### config.mk
export PLATFORM = sky130hd
export DESIGN_NAME = condicionador_botoes
export DESIGN_NICKNAME = d
export VERILOG_FILES = /design/src/rtl/sinfonia_pkg.sv /design/src/rtl/sincronizador.sv /design/src/rtl/condicionador_botoes.sv
export SDC_FILE = /design/constraint.sdc
export NUM_CORES = 1
export LEC_CHECK = 0
export CAP_MARGIN = 20
export CORE_MARGIN = 2
export CORE_UTILIZATION = 34
export CTS_CLUSTER_SIZE = 8
export DETAILED_ROUTE_END_ITERATION = 12
export GPL_TIMING_DRIVEN = 0
export MAX_ROUTING_LAYER = met4
export PLACE_DENSITY = 0.58
export SLEW_MARGIN = 20
export SYNTH_ARGS = -nofsm -noshare
export SYNTH_HDL_FRONTEND = slang
export SYNTH_SLANG_ARGS = --single-unit
### constraint.sdc
create_clock -name clock -period 2.1 [get_ports clock]
set_clock_uncertainty 0.2 [all_clocks]
set_input_delay 0.42 -clock clock [delete_from_list [all_inputs] [get_ports clock]]
set_output_delay 0.42 -clock clock [all_outputs]
set_load 0.03 [all_outputs]
### src/rtl/sinfonia_pkg.sv
// Shared definitions for the Sinfonia do Espectro button front end.
package sinfonia_pkg;

  // Conditioning FSM states; the encoding is visible on the debug port.
  typedef enum logic [1:0] {
    OCIOSO      = 2'd0,
    FILTRANDO   = 2'd1,
    PRESSIONADO = 2'd2,
    SOLTANDO    = 2'd3
  } estado_t;

  // Number of note buttons on the game panel.
  localparam int N_NOTAS = 7;

endpackage

### src/rtl/sincronizador.sv
// Two-flop synchronizer for an asynchronous bus; every bit is treated
// independently, so the output is only meaningful once it has settled.
module sincronizador #(
  parameter int LARGURA = 1
) (
  input  logic               clock,
  input  logic               reset,
  input  logic [LARGURA-1:0] dado_i,
  output logic [LARGURA-1:0] dado_o
);

  logic [LARGURA-1:0] meta_q;
  logic [LARGURA-1:0] sync_q;

  // First stage may go metastable; second stage gives it a cycle to resolve.
  always_ff @(posedge clock or posedge reset) begin
    if (reset) begin
      meta_q <= '0;
      sync_q <= '0;
    end else begin
      meta_q <= dado_i;
      sync_q <= meta_q;
    end
  end

  assign dado_o = sync_q;

endmodule

### src/rtl/condicionador_botoes.sv
// Button conditioner: synchronises the raw button bus, debounces press and
// release with one shared counter, and rejects chords. Downstream sees at
// most one stable one-hot button plus a single-cycle press pulse.
module condicionador_botoes
  import sinfonia_pkg::*;
#(
  parameter int N_BOTOES        = N_NOTAS,
  parameter int DEBOUNCE_CICLOS = 50000
) (
  input  logic                clock,
  input  logic                reset,
  input  logic [N_BOTOES-1:0] botoes_brutos,
  output logic [N_BOTOES-1:0] botoes,
  output logic                pulso_botao,
  output logic                multiplo,
  output logic [1:0]          db_estado
);

  localparam int CW = $clog2(DEBOUNCE_CICLOS);
  localparam logic [CW-1:0]       CONT_MAX = CW'(DEBOUNCE_CICLOS - 1);
  localparam logic [CW-1:0]       CONT_UM  = CW'(1);
  localparam logic [N_BOTOES-1:0] BUS_UM   = N_BOTOES'(1);

  logic [N_BOTOES-1:0] s_sync;

  estado_t             estado_q, estado_d;
  logic [CW-1:0]       cont_q, cont_d;
  logic [N_BOTOES-1:0] cand_q, cand_d;
  logic [N_BOTOES-1:0] botoes_q, botoes_d;
  logic                pulso_q, pulso_d;
  logic                mult_q, mult_d;
  logic                cand_um_hot;

  sincronizador #(
    .LARGURA(N_BOTOES)
  ) u_sync (
    .clock (clock),
    .reset (reset),
    .dado_i(botoes_brutos),
    .dado_o(s_sync)
  );

  // A candidate is a valid note only if exactly one bit is set.
  assign cand_um_hot = (cand_q != '0) && ((cand_q & (cand_q - BUS_UM)) == '0);

  // State, shared counter, candidate and registered outputs.
  always_ff @(posedge clock or posedge reset) begin
    if (reset) begin
      estado_q <= OCIOSO;
      cont_q   <= '0;
      cand_q   <= '0;
      botoes_q <= '0;
      pulso_q  <= 1'b0;
      mult_q   <= 1'b0;
    end else begin
      estado_q <= estado_d;
      cont_q   <= cont_d;
      cand_q   <= cand_d;
      botoes_q <= botoes_d;
      pulso_q  <= pulso_d;
      mult_q   <= mult_d;
    end
  end

  // Next-state logic; the counter is compared before incrementing so it
  // never wraps, and an input mismatch always wins over acceptance.
  always_comb begin
    estado_d = estado_q;
    cont_d   = cont_q;
    cand_d   = cand_q;
    botoes_d = botoes_q;
    pulso_d  = 1'b0;
    mult_d   = mult_q;
    unique case (estado_q)
      OCIOSO: begin
        if (s_sync != '0) begin
          cand_d   = s_sync;
          cont_d   = '0;
          estado_d = FILTRANDO;
        end
      end
      FILTRANDO: begin
        if (s_sync != cand_q) begin
          estado_d = OCIOSO;
        end else if (cont_q == CONT_MAX) begin
          estado_d = PRESSIONADO;
          if (cand_um_hot) begin
            botoes_d = cand_q;
            pulso_d  = 1'b1;
            mult_d   = 1'b0;
          end else begin
            botoes_d = '0;
            mult_d   = 1'b1;
          end
        end else begin
          cont_d = cont_q + CONT_UM;
        end
      end
      PRESSIONADO: begin
        // Extra fingers while held are ignored; only a full release counts.
        if (s_sync == '0) begin
          cont_d   = '0;
          estado_d = SOLTANDO;
        end
      end
      SOLTANDO: begin
        if (s_sync != '0) begin
          estado_d = PRESSIONADO;
        end else if (cont_q == CONT_MAX) begin
          botoes_d = '0;
          mult_d   = 1'b0;
          estado_d = OCIOSO;
        end else begin
          cont_d = cont_q + CONT_UM;
        end
      end
      default: estado_d = OCIOSO;
    endcase
  end

  assign botoes      = botoes_q;
  assign pulso_botao = pulso_q;
  assign multiplo    = mult_q;
  assign db_estado   = estado_q;

endmodule

### Word-level counts from Yosys, hierarchy flattened

Index checks and enable logic that the tools add are counted.

| storage, ports and cells | value |
|---|---|
| register bits | 48 |
| bits of input ports | 9 |
| output and inout bits | 11 |
| logic and storage cells | 64 |

| cells by class | value |
|---|---|
| $add $sub $neg | 2 |
| eq/ne operators | 13 |
| mux-type cells | 29 |
| bitwise operators | 1 |
| reductions and logical operators | 11 |

Operators with widths:

| cell | number |
|---|---|
| $mux 16 | 5 |
| $pmux 16 s4 | 1 |
| $mux 7 | 5 |
| $add 16x1->16 const B | 1 |
| $eq 16x16->1 const B | 1 |
| $logic_not 7->1 | 2 |
| $pmux 7 s2 | 1 |
| $reduce_bool 7->1 | 2 |
| $mux 2 | 6 |
| $ne 2x2->1 const B | 6 |
| $mux 1 | 9 |
| $pmux 2 s4 | 1 |
| $reduce_and 4->1 | 2 |
| $and 7x7->7 | 1 |
| $ne 7x7->1 | 1 |
| $sub 7x1->7 const B | 1 |
| $ne 3x3->1 const B | 2 |
| $reduce_and 5->1 | 1 |
| $eq 2x2->1 const B | 2 |
| $eq 2x1->1 const B | 1 |
| $logic_not 2->1 | 1 |
| $pmux 1 s2 | 1 |
| $reduce_and 2->1 | 1 |
| $reduce_bool 2->1 | 1 |
| $logic_and 1x1->1 | 1 |

### Logic depth before layout (Yosys ltp)

| depth | value |
|---|---|
| depth after elaboration | 8 |
| depth in mapped cells | 8 |
| gate-level depth less buffers | 7 |

### Hierarchy

Synthesis repeated with hierarchy kept, for this count alone.

| second synthesis, totals | value |
|---|---|
| cell total of the unflattened synthesis | 213 |
| area total of the unflattened synthesis | 2324.7 µm² |

By module, submodules not included:

| module | times used | cells each | area each (µm²) | sequential area each (µm²) |
|---|---|---|---|---|
| condicionador_botoes | 1 | 198 | 1970.6 | 850.8 |
| sincronizador | 1 | 15 | 354.1 | 350.3 |

### Worst setup path after synthesis

Ideal clock, no wire load.

| timing path | value |
|---|---|
| path kind | reg2reg |
| start point | register estado_q[0] (netlist: db_estado[0]) |
| end point | register cont_q[2] |
| setup time | 78 ps |
| arrival | 1993 ps |
| data required time | 1822 ps |
| setup slack | -172 ps |
| stages on the path, launching flop included | 8 |
| buffers on the path | 1 |
| path through | dfrtp_1 > nor2_1 > a21boi_2 > a31oi_2 > and2_1 > buf_4 > or3_1 > a21oi_1 |

| between the ends | value |
|---|---|
| cells in the longest elaborated chain, start to end | 3 |

RTL lines:

| item | RTL line | text |
|---|---|---|
| start: declaration | condicionador_botoes.sv:26 | `estado_t estado_q, estado_d;` |
| start signal: assignment | condicionador_botoes.sv:56 | `estado_q <= estado_d;` |
| $eq 2x2->1 (tied with other cells) | condicionador_botoes.sv:74 | `unique case (estado_q)` |
| $ne 2x2->1 (no source line) | - |  |
| $reduce_and 4->1 (no source line) | - |  |
| end signal: assignment | condicionador_botoes.sv:57 | `cont_q <= cont_d;` |
| end: declaration | condicionador_botoes.sv:27 | `logic [CW-1:0] cont_q, cont_d;` |

Parallel ways exist; a longest one is shown, timed or not.
A chain may end at the register's enable or synchronous reset.

### Worst setup path after layout

| timing path | value |
|---|---|
| start point | register cand_q[2] |
| end point | register cont_q[14] |

| between the ends | value |
|---|---|
| cells in the longest elaborated chain, start to end | 3 |

RTL lines:

| item | RTL line | text |
|---|---|---|
| start: declaration | condicionador_botoes.sv:28 | `logic [N_BOTOES-1:0] cand_q, cand_d;` |
| start signal: assignment | condicionador_botoes.sv:58 | `cand_q <= cand_d;` |
| $ne 7x7->1 | condicionador_botoes.sv:83 | `if (s_sync != cand_q) begin` |
| $ne 2x2->1 (no source line) | - |  |
| $reduce_and 4->1 (no source line) | - |  |

Every way passes these cells.

==> out/qor.csv <==
stage,metric,value,unit
critical_path,critPathMaxFanout,7,
sta,setup_violations,21,
synthesis,synth_top_family_by_area,simple AND/OR/NAND/NOR gates,
detailed_routing,vias,1850,
grt,antenna_found_initial,0,
detailed_routing,vias_per_cell,5.35,
synthesis,syn_inst,213,
pwr,powerDensity,886,nW/um^2
grt,grt_pass1_wl,8.73,mm
floorplanning,initial_core_util,35.6,%
critical_path,required,2.10,ns
final_layout,drive_above_1_share,40.9,%
final_layout,multi_input_area,1320,um^2
placed_design,place_area,2620,um^2
detailed_routing,wl,5.59,mm
cts,clk_latency,0.32,ns
final_layout,final_common_cell,dfrtp_1,
final_layout,finalInstanceArea,3330,um^2
critical_path,critPathArrivalTime,2.30,ns
pwr,pwr-share-comb,33.2,%
status,failed_checks,setup timing,
floorplanning,die-area,7390,um^2
pwr,pwr-share-clk,27.8,%
cts,holdBufCountCts,0,
cts,clockBufferDepth,2,
synthesis,synth_compound_area_share,14.1,%
grt,grt_overflow,0,
detailed_routing,drc_errors,0,
sta,finalCritPeriodShare,110,%
final_layout,final_util,51.8,%
final_layout,final_cell_mix,"40 x dfrtp_1, 21 x buf_4, 19 x clkdlybuf4s50_1",
status,status,"finished, violations left",
pwr,p_leak,1.32,nW
synthesis,synth_xor_area_share,6.14,%
cts,h-tree-depth,2,
detailed_routing,drtPass1Iterations,4,
pwr,p_int,1.98,mW
placed_design,port_buffers,19,
grt,grt_pass1_vias,1768,
sta,fin_tns_setup,-1.90,ns
final_layout,fin_cells,346,
final_layout,final_nets,278,
cts,clk_pin_slew_worst_paths,0.10,ns
pwr,max-vdd-ir-drop,0.000320,V
synthesis,synth-simple-area-share,21.4,%
synthesis,synth_flop_cell,dfrtp_1,
detailed_routing,final_antenna_net_count,0,
sta,hold_viol,0,
sta,max_freq,435,MHz
synthesis,avgSynthCellArea,10.7,um^2
synthesis,synth_seq_cells,48,
sta,fin_crit,2.30,ns
final_layout,syn_to_final_growth,45.7,%
sta,relSlewSlack,68.6,%
synthesis,synthMuxAreaShare,2.96,%
placed_design,dpl.cell_count,310,
cts,cts_tree,yes,
placed_design,preCtsSetupSlack,-0.388,ns
synthesis,synth_async_sr_flop_share,100,%
final_layout,antenna_cells,0,
sta,finalWorstSetupSlack,-0.201,ns
sta,drv_slew,0,
floorplanning,pin_count,20,
cts,cts_buffers,5,
cts,clock-sinks,48,
pwr,p_seq_share,39.0,%
floorplanning,coreArea,6420,um^2
critical_path,crit_type,flop to flop,
run,maxCapViolCount,0,
synthesis,synth-adder-area-share,0.548,%
synthesis,yosysUniqueCellTypes,57,
synthesis,synth_seq_area_share,52.6,%
pwr,swShare,32.8,%
worst_hold_path,holdCritPathClass,flop to flop,
final_layout,seqCellArea,1210,um^2
critical_path,endpoint_kind,flop,
pwr,switching_power,0.968,mW
placed_design,gp_congestion,0.839,
detailed_routing,wl_per_cell,16.1,um
synthesis,synth_edf_count,0,
placed_design,dp_hpwl,3.20,mm
synthesis,synthesis.area,2280,um^2
synthesis,synth_warnings,0,
sta,rsz0062_at_grt,yes,
floorplanning,fp-row-count,29,
final_layout,fillers,527,
synthesis,syn-num-nets,223,
sta,tightest_slew,0.467,ns
critical_path,startpoint_type,flop,
detailed_routing,drt_iter0_drc,90,
floorplanning,fp.dieW,86.0,um
floorplanning,die_h,86.0,um
grt,grt_usage,15.6,%
cts,cts_root_buffer,clkbuf_8,
grt,grt_max_degree,31,
## per-layer routing
metal	track usage [%]	up-vias	routed length [um]
met3	2.69	8	277
met5	-	-	0
met2	23.0	54	2620
li1	-	886	-
met1	20.6	902	2560
met4	7.65	0	129
## cell families (layout without fill, tap and decap cells)
family | Yosys count | in the layout
multiplexers | 6 | 6
adder cells (fa/ha/maj) | 1 | 1
AO/OA/AOI/OAI | 44 | 44
flip-flops | 48 | 48
XOR/XNOR | 16 | 16
buffers and inverters | 12 | 68
AND/OR/NAND/NOR | 86 | 86
## layout make-up
type                       count  area share (%)
multi-input combinational    153            39.7
tap                           77            2.90
clock inverter                 3            2.07
inverter                       5           0.564
buffer                         4            1.09
clock buffer                   5            2.07
timing repair buffer          51            15.2
sequential                    48            36.4
## power groups by stage
| stage | clock [mW] | sequential, mW | combinational [mW] |
|---|---|---|---|
| CTS | 0.835 | 1.14 | 0.755 |
| global placement | 0 | 1.12 | 0.642 |
| detailed placement | 0 | 1.13 | 0.650 |
| floorplan | 0 | 1.12 | 0.478 |
| finish | 0.820 | 1.15 | 0.978 |
| global route | 0.870 | 1.17 | 1.05 |
## sequential cells by signal, indices dropped and copies added (netlist names)
register       cells
botoes             7
cand_q             7
cont_q            16
multiplo           1
u_sync.dado_o      7
pulso_botao        1
u_sync.meta_q      7
db_estado          2
## metrics by stage
step / total power, mW / hold WS, ns
2_1_floorplan: 1.60 / 0.131
3_3_place_gp: 1.76 / 0.134
3_5_place_dp: 1.78 / 0.136
4_1_cts: 2.73 / 0.158
5_1_grt: 3.09 / 0.168
6_report: 2.95 / 0.153
## synthesized netlist by cell type, types with 2 or more instances
master | count | area share (%)
or4_1 | 3 | 0.99
nand3_1 | 9 | 2.0
a32o_1 | 3 | 1.3
dfrtp_1 | 48 | 53
nor4_1 | 3 | 0.82
a211oi_1 | 4 | 1.3
inv_1 | 5 | 0.82
o311ai_0 | 2 | 0.77
nor4b_1 | 2 | 0.77
a21o_1 | 2 | 0.66
a21oi_1 | 8 | 1.8
mux2_2 | 6 | 3.0
nor3_1 | 5 | 1.1
nand4_1 | 2 | 0.55
clkbuf_1 | 3 | 0.49
xnor2_1 | 9 | 3.5
xor2_1 | 7 | 2.7
nor4_2 | 2 | 1.1
buf_2 | 2 | 0.44
or3_1 | 2 | 0.55
nand2_1 | 21 | 3.5
o21ai_0 | 8 | 1.8
nor2_1 | 18 | 3.0
nor2b_1 | 2 | 0.55
and3_1 | 3 | 0.82
o2bb2ai_1 | 3 | 1.2
## what timing repair did
action	in CTS	in global routing
gates resized for setup	39	40
buffers inserted	21	10
setup endpoints to repair	27	27
pin swaps	15	20
cloned	0	1
## worst max-delay path: stages, from the launching register on
cell,delay [ns]
dfrtp_2,0.46
xor2_1,0.18
nor4_2,0.23
buf_4,0.19
nand4_4,0.12
buf_4,0.18
buf_6,0.13
a21oi_4,0.16
a311oi_2,0.11
a41o_1,0.21
## final timing paths
path,from,to,slack [ns],cells past startpoint
worst max-delay path,cand_q[2]$_DFFE_PP0P_,cont_q[14]$_DFFE_PP0P_,-0.20,9
worst min-delay path,u_sync.meta_q[4]$_DFF_PP0_,u_sync.dado_o[4]$_DFF_PP0_,0.15,0
worst max register to register,cand_q[2]$_DFFE_PP0P_,cont_q[14]$_DFFE_PP0P_,-0.20,9
worst min register to register,u_sync.meta_q[4]$_DFF_PP0_,u_sync.dado_o[4]$_DFF_PP0_,0.15,0
max in group asynchronous,reset,cont_q[12]$_DFFE_PP0P_,0.99,3
min in group asynchronous,reset,u_sync.dado_o[1]$_DFF_PP0_,0.21,2
No activity file was read; power rests on OpenSTA's default activity.
